<file path="config.mk">
export PLATFORM = sky130hd
export DESIGN_NAME = xor_tt_sequencer_flat
export DESIGN_NICKNAME = d
export VERILOG_FILES = /design/src/rtl/xor_tt_sequencer_if.sv /design/src/rtl/xor_tt_sequencer.sv /design/src/flat_wrapper.sv
export SDC_FILE = /design/constraint.sdc
export NUM_CORES = 1
export LEC_CHECK = 0
export BUFFER_PORTS_ARGS = -buffer_cell sky130_fd_sc_hd__buf_4
export CAP_MARGIN = 0
export CELL_PAD_IN_SITES_DETAIL_PLACEMENT = 1
export CELL_PAD_IN_SITES_GLOBAL_PLACEMENT = 1
export CORE_ASPECT_RATIO = 0.8
export CORE_MARGIN = 2
export CORE_UTILIZATION = 30
export CTS_CLUSTER_SIZE = 40
export DETAILED_ROUTE_END_ITERATION = 7
export HOLD_SLACK_MARGIN = 0.03
export PLACE_DENSITY_LB_ADDON = 0.15
export SYNTH_ARGS = -nofsm -noshare
export SYNTH_HDL_FRONTEND = slang
export SYNTH_SLANG_ARGS = --single-unit
</file>
<file path="constraint.sdc">
create_clock -name clk -period 3.3 [get_ports clk]
set_input_delay 0.165 -clock clk [delete_from_list [all_inputs] [get_ports clk]]
set_output_delay 0.165 -clock clk [all_outputs]
set_load 0.02 [all_outputs]
</file>
<file path="src/rtl/xor_tt_sequencer_if.sv">
// Signal bundle between the truth-table sequencer and its environment / gate under test.
// master = the sequencer side, slave = the environment driving start and the gate output.
interface xor_tt_sequencer_if #(
  parameter int N_IN = 2
);
  logic            start_i;
  logic            dut_y_i;
  logic [N_IN-1:0] vec_o;
  logic            busy_o;
  logic            done_o;
  logic            pass_o;
  logic [N_IN:0]   err_cnt_o;
  logic            fail_seen_o;
  logic [N_IN-1:0] first_fail_o;

  modport master (
    input  start_i, dut_y_i,
    output vec_o, busy_o, done_o, pass_o, err_cnt_o, fail_seen_o, first_fail_o
  );

  modport slave (
    output start_i, dut_y_i,
    input  vec_o, busy_o, done_o, pass_o, err_cnt_o, fail_seen_o, first_fail_o
  );
endinterface

</file>
<file path="src/rtl/xor_tt_sequencer.sv">
// Truth-table sequencer: walks all 2^N_IN vectors, holds each SETTLE+1 cycles, checks reduction-XOR.
// Optional macro XOR_TT_STOP_ON_FAIL_EN ends the run at the first mismatch.
module xor_tt_sequencer #(
  parameter int N_IN   = 2,
  parameter int SETTLE = 1,
  parameter int INVERT = 0
) (
  input  logic                clk,
  input  logic                rst_n,
  xor_tt_sequencer_if.master  bus
);

  typedef enum logic [1:0] {IDLE, RUN, DONE} state_t;

  localparam logic [7:0] SETTLE_C = 8'(SETTLE);
  localparam logic       INV_C    = (INVERT != 0);

  state_t          state_q, state_d;
  logic [N_IN-1:0] vec_q, vec_d;
  logic [7:0]      cnt_q, cnt_d;
  logic [N_IN:0]   err_q, err_d;
  logic            fail_q, fail_d;
  logic [N_IN-1:0] first_q, first_d;
  logic            pass_q, pass_d;
  logic            mismatch;

  always_ff @(posedge clk or negedge rst_n) begin
    if (!rst_n) begin
      state_q <= IDLE;
      vec_q   <= '0;
      cnt_q   <= '0;
      err_q   <= '0;
      fail_q  <= 1'b0;
      first_q <= '0;
      pass_q  <= 1'b0;
    end else begin
      state_q <= state_d;
      vec_q   <= vec_d;
      cnt_q   <= cnt_d;
      err_q   <= err_d;
      fail_q  <= fail_d;
      first_q <= first_d;
      pass_q  <= pass_d;
    end
  end

  // X/Z on the gate output must count as a failure, hence the case inequality
  assign mismatch = (bus.dut_y_i !== ((^vec_q) ^ INV_C));

  always_comb begin
    state_d = state_q;
    vec_d   = vec_q;
    cnt_d   = cnt_q;
    err_d   = err_q;
    fail_d  = fail_q;
    first_d = first_q;
    pass_d  = pass_q;
    case (state_q)
      IDLE: begin
        if (bus.start_i) begin
          state_d = RUN;
          vec_d   = '0;
          cnt_d   = '0;
          err_d   = '0;
          fail_d  = 1'b0;
          first_d = '0;
          pass_d  = 1'b0;
        end
      end
      RUN: begin
        if (cnt_q != SETTLE_C) begin
          cnt_d = cnt_q + 8'd1;
        end else begin
          if (mismatch) begin
            err_d  = err_q + 1'b1;
            fail_d = 1'b1;
            if (!fail_q) first_d = vec_q;
          end
`ifdef XOR_TT_STOP_ON_FAIL_EN
          if (mismatch || (&vec_q)) begin
`else
          if (&vec_q) begin
`endif
            state_d = DONE;
          end else begin
            vec_d = vec_q + 1'b1;
            cnt_d = '0;
          end
        end
      end
      DONE: begin
        // err_q already includes the final sample taken on the RUN->DONE edge
        pass_d  = (err_q == '0);
        state_d = IDLE;
      end
      default: state_d = IDLE;
    endcase
  end

  assign bus.vec_o        = vec_q;
  assign bus.busy_o       = (state_q == RUN);
  assign bus.done_o       = (state_q == DONE);
  assign bus.pass_o       = pass_q;
  assign bus.err_cnt_o    = err_q;
  assign bus.fail_seen_o  = fail_q;
  assign bus.first_fail_o = first_q;

endmodule
</file>
<file path="src/flat_wrapper.sv">
// flat-port wrapper written by rule: the top's interface ports become plain ports
module xor_tt_sequencer_flat 
#(
  parameter int N_IN   = 2,
  parameter int SETTLE = 1,
  parameter int INVERT = 0
)
  (clk, rst_n, bus_start_i, bus_dut_y_i, bus_vec_o, bus_busy_o, bus_done_o, bus_pass_o, bus_err_cnt_o, bus_fail_seen_o, bus_first_fail_o);
  xor_tt_sequencer_if #(.N_IN(N_IN)) bus_i ();
  input  logic clk;
  input  logic rst_n;
  input wire logic [$bits(bus_i.start_i)-1:0] bus_start_i;
  input wire logic [$bits(bus_i.dut_y_i)-1:0] bus_dut_y_i;
  output wire logic [$bits(bus_i.vec_o)-1:0] bus_vec_o;
  output wire logic [$bits(bus_i.busy_o)-1:0] bus_busy_o;
  output wire logic [$bits(bus_i.done_o)-1:0] bus_done_o;
  output wire logic [$bits(bus_i.pass_o)-1:0] bus_pass_o;
  output wire logic [$bits(bus_i.err_cnt_o)-1:0] bus_err_cnt_o;
  output wire logic [$bits(bus_i.fail_seen_o)-1:0] bus_fail_seen_o;
  output wire logic [$bits(bus_i.first_fail_o)-1:0] bus_first_fail_o;
  assign bus_i.start_i = bus_start_i;
  assign bus_i.dut_y_i = bus_dut_y_i;
  assign bus_vec_o = bus_i.vec_o;
  assign bus_busy_o = bus_i.busy_o;
  assign bus_done_o = bus_i.done_o;
  assign bus_pass_o = bus_i.pass_o;
  assign bus_err_cnt_o = bus_i.err_cnt_o;
  assign bus_fail_seen_o = bus_i.fail_seen_o;
  assign bus_first_fail_o = bus_i.first_fail_o;
  xor_tt_sequencer #(.N_IN(N_IN), .SETTLE(SETTLE), .INVERT(INVERT)) u_core (.clk(clk), .rst_n(rst_n), .bus(bus_i));
endmodule
</file>
==> results by group <==
Outcome
  • Outcome: complete, no violations

Pwr
  • Static leakage: 0.575 nW
  • Max IR drop VDD: 288 uV
  • Power after layout: slightly above 1 mW
  • Pwr dens: roughly 860 nW/um^2

Critical path
  • Crit-path max FO: 5
  • CP arrival: 2.04 ns
  • Setup crit end kind: register
  • Path depth of the worst reg2reg path: 6
  • WS Path Type: register to register
  • CP startpoint kind: register
  • Critical path required time: 3.43 ns

Finish
  • Commonest non-fill, non-tap cells in the layout: dfrtp_1, buf_4, nand2_1
  • Design area: 1200 sq um
  • Fillers: 363
  • Nets: 127
  • Area Overhead vs Synth: 20.8%
  • Most common cell after layout, fill and taps aside: dfrtp_1
  • Final cell count without fillers: 157
  • Antenna diode count: 0
  • Share of post-route cells with drive strength above 1: 18.8%

Placed design
  • Port Buffer Count: 14
  • Placed instance count: roughly 150
  • DP HPWL: 1760 um
  • Post-DP Area: 1150 sq um
  • Final GP Congestion: 0.733

Yosys
  • Seq cells post-synth: 19
  • Share of the synthesized area in the top cell type: 47.8%
  • Count of different cell masters after synthesis: 32
  • Yosys warning count: 0
  • Syn Inst Count: 99
  • Leading register cell type out of synthesis: dfrtp_1
  • Async S/R FF share, synth: 100%
  • Area leader, netlist: dfrtp_1
  • Synth area leaders: dfrtp_1, ha_1, o211ai_1
  • Avg Inst Size Synth: 10.0 sq um
  • Syn Nets: roughly 110
  • Post-synthesis sequential area ratio: 47.8%
  • Post-Syn Area: 995 sq um
  • Post-synth EDFFs: 0

STA
  • Post-route minimum period: 1.91 ns
  • Final-report hold violation count: 0
  • Fmax: 523 MHz
  • Final setup vio count: 0
  • Tcrit/Tclk final: 58.0%
  • Setup TNS: 0 ns
  • Worst Hold Margin: approximately 0.27 ns
  • Max transition margin: 69.8%
  • Worst Skew: 0.00434 ns
  • Least-Margin Pin Slew: 0.450 ns
  • Fin. max-slew vios: 0
  • RSZ-0062 raised after global routing: no

Floorplanning
  • Die area: about 3800 sq um
  • Initial Util: 31.8%
  • Ports: 15
  • Die extent in y: 55.5 um
  • Core area: about 3100 sq um
  • Num rows: 18
  • Die X: a little under 70 um

GRT
  • Vias in the first global route: 810
  • Initial antenna violation count: 0
  • Maximum number of pins on one net before global-route repair: 20
  • Overflow after GRT: 0
  • First-pass GRT wire length: approximately 4000 um
  • All-Layer GR Usage: 14.2%

Drt
  • Post-Route WL: 2340 um
  • DR vias: about 780
  • DRC Markers: 0
  • Via/cell ratio: 4.99
  • DRT Pass-1 Iters: 3
  • Wire per inst: 14.9 um
  • Post-DRT Antenna Nets: 0
  • Iter 0 DRT Violations: 50

Min path
  • Hold depth: 4
  • Hold Crit Class: input pin to register

Clock network
  • CTS buffer count: 3
  • Clock sink count: 19
  • Postcts setup bufs: 0
  • H-tree depth: 1
  • Post-CTS Hold Buffers: 1
  • CTS Root Cell: clkbuf_8
  • Clk_lat worst skew: 0.26 ns
  • Clk buf depth: 2
  • CTS tree: done
  • Clk slew on worst S/H paths: 0.07 ns
  • Post_cts resized: 0

Run
  • Max cap viols: 0
[cell usage after synthesis (4+ instances only)]
master and n:
o21ai_0 6, o211ai_1 5, nand3_1 7, nand4_1 4, dfrtp_1 19, o21ai_1 4
ha_1 5, nand2_1 9, nor2_1 4, inv_1 5
[worst max-delay path, cell delays in order, from the launching register on]
cell      delay (ns)
dfrtp_1         0.43
inv_1           0.09
ha_1            0.16
nor4b_2         0.37
a21oi_1         0.20
nor2_1          0.37
o211ai_1        0.16
[final cells by class]
type	instances	area (sq um)	area share (%)
multi-input cells	73	493	41.0
inverters	6	22.5	1.88
well taps	40	50.0	4.17
repair buffers	15	115	9.58
flip-flops and latches	19	475	39.6
clock buffers	4	45.0	3.75
[flip-flops by register name (all words and copies together) (netlist names)]
register and count:
u_core.bus.err_cnt_o 3, u_core.bus.vec_o 2, u_core.bus.first_fail_o 2, u_core.bus.pass_o 1, u_core.state_q 2, u_core.cnt_q 8, u_core.bus.fail_seen_o 1
[metal layers]
layer	global-route usage, %	part of all wire (%)	vias up
li1	-	-	393
met1	21.6	53	377
met2	19.1	42	9
met3	4.89	3.2	4
met4	3.43	1.1	0
met5	0	0	-
[path summary, 6_finish.rpt]
kind | start | endpoint | slack [ns]
max | u_core.cnt_q[1] | u_core.cnt_q[6] | 1.39
min | bus_start_i | u_core.bus.pass_o | 0.27
max reg2reg | u_core.cnt_q[1] | u_core.cnt_q[6] | 1.39
min reg2reg | u_core.bus.err_cnt_o[2] | u_core.bus.err_cnt_o[2] | 0.49
max in group asynchronous | rst_n | u_core.cnt_q[2] | 2.78
min in group asynchronous | rst_n | u_core.bus.pass_o | 0.31
[stage by stage]
stage          worst slack [ns]  utilization [%]
3_3_place_gp               1.53             36.6
5_1_grt                    1.28             38.4
3_5_place_dp               1.43             36.6
6_report                   1.39             38.4
4_1_cts                    1.42             38.4
2_1_floorplan              1.67                -
[power by group]
group | internal (mW) | switching (mW)
Clock | 0.0860 | 0.0788
Combinational | 0.187 | 0.306
Sequential | 0.298 | 0.0769
Total | 0.572 | 0.462
[logic make-up after synthesis]
kind of cell | share of synthesized area (%)
AOI/OAI and AO/OA | 13.7
xor gates and xnor gates | 2.64
adders and majority gates | 6.29
buffers and inverters | 2.64
DFF | 47.8
muxes | 2.01
and+or+nand+nor | 24.9
(Power assumes the default switching activity.)
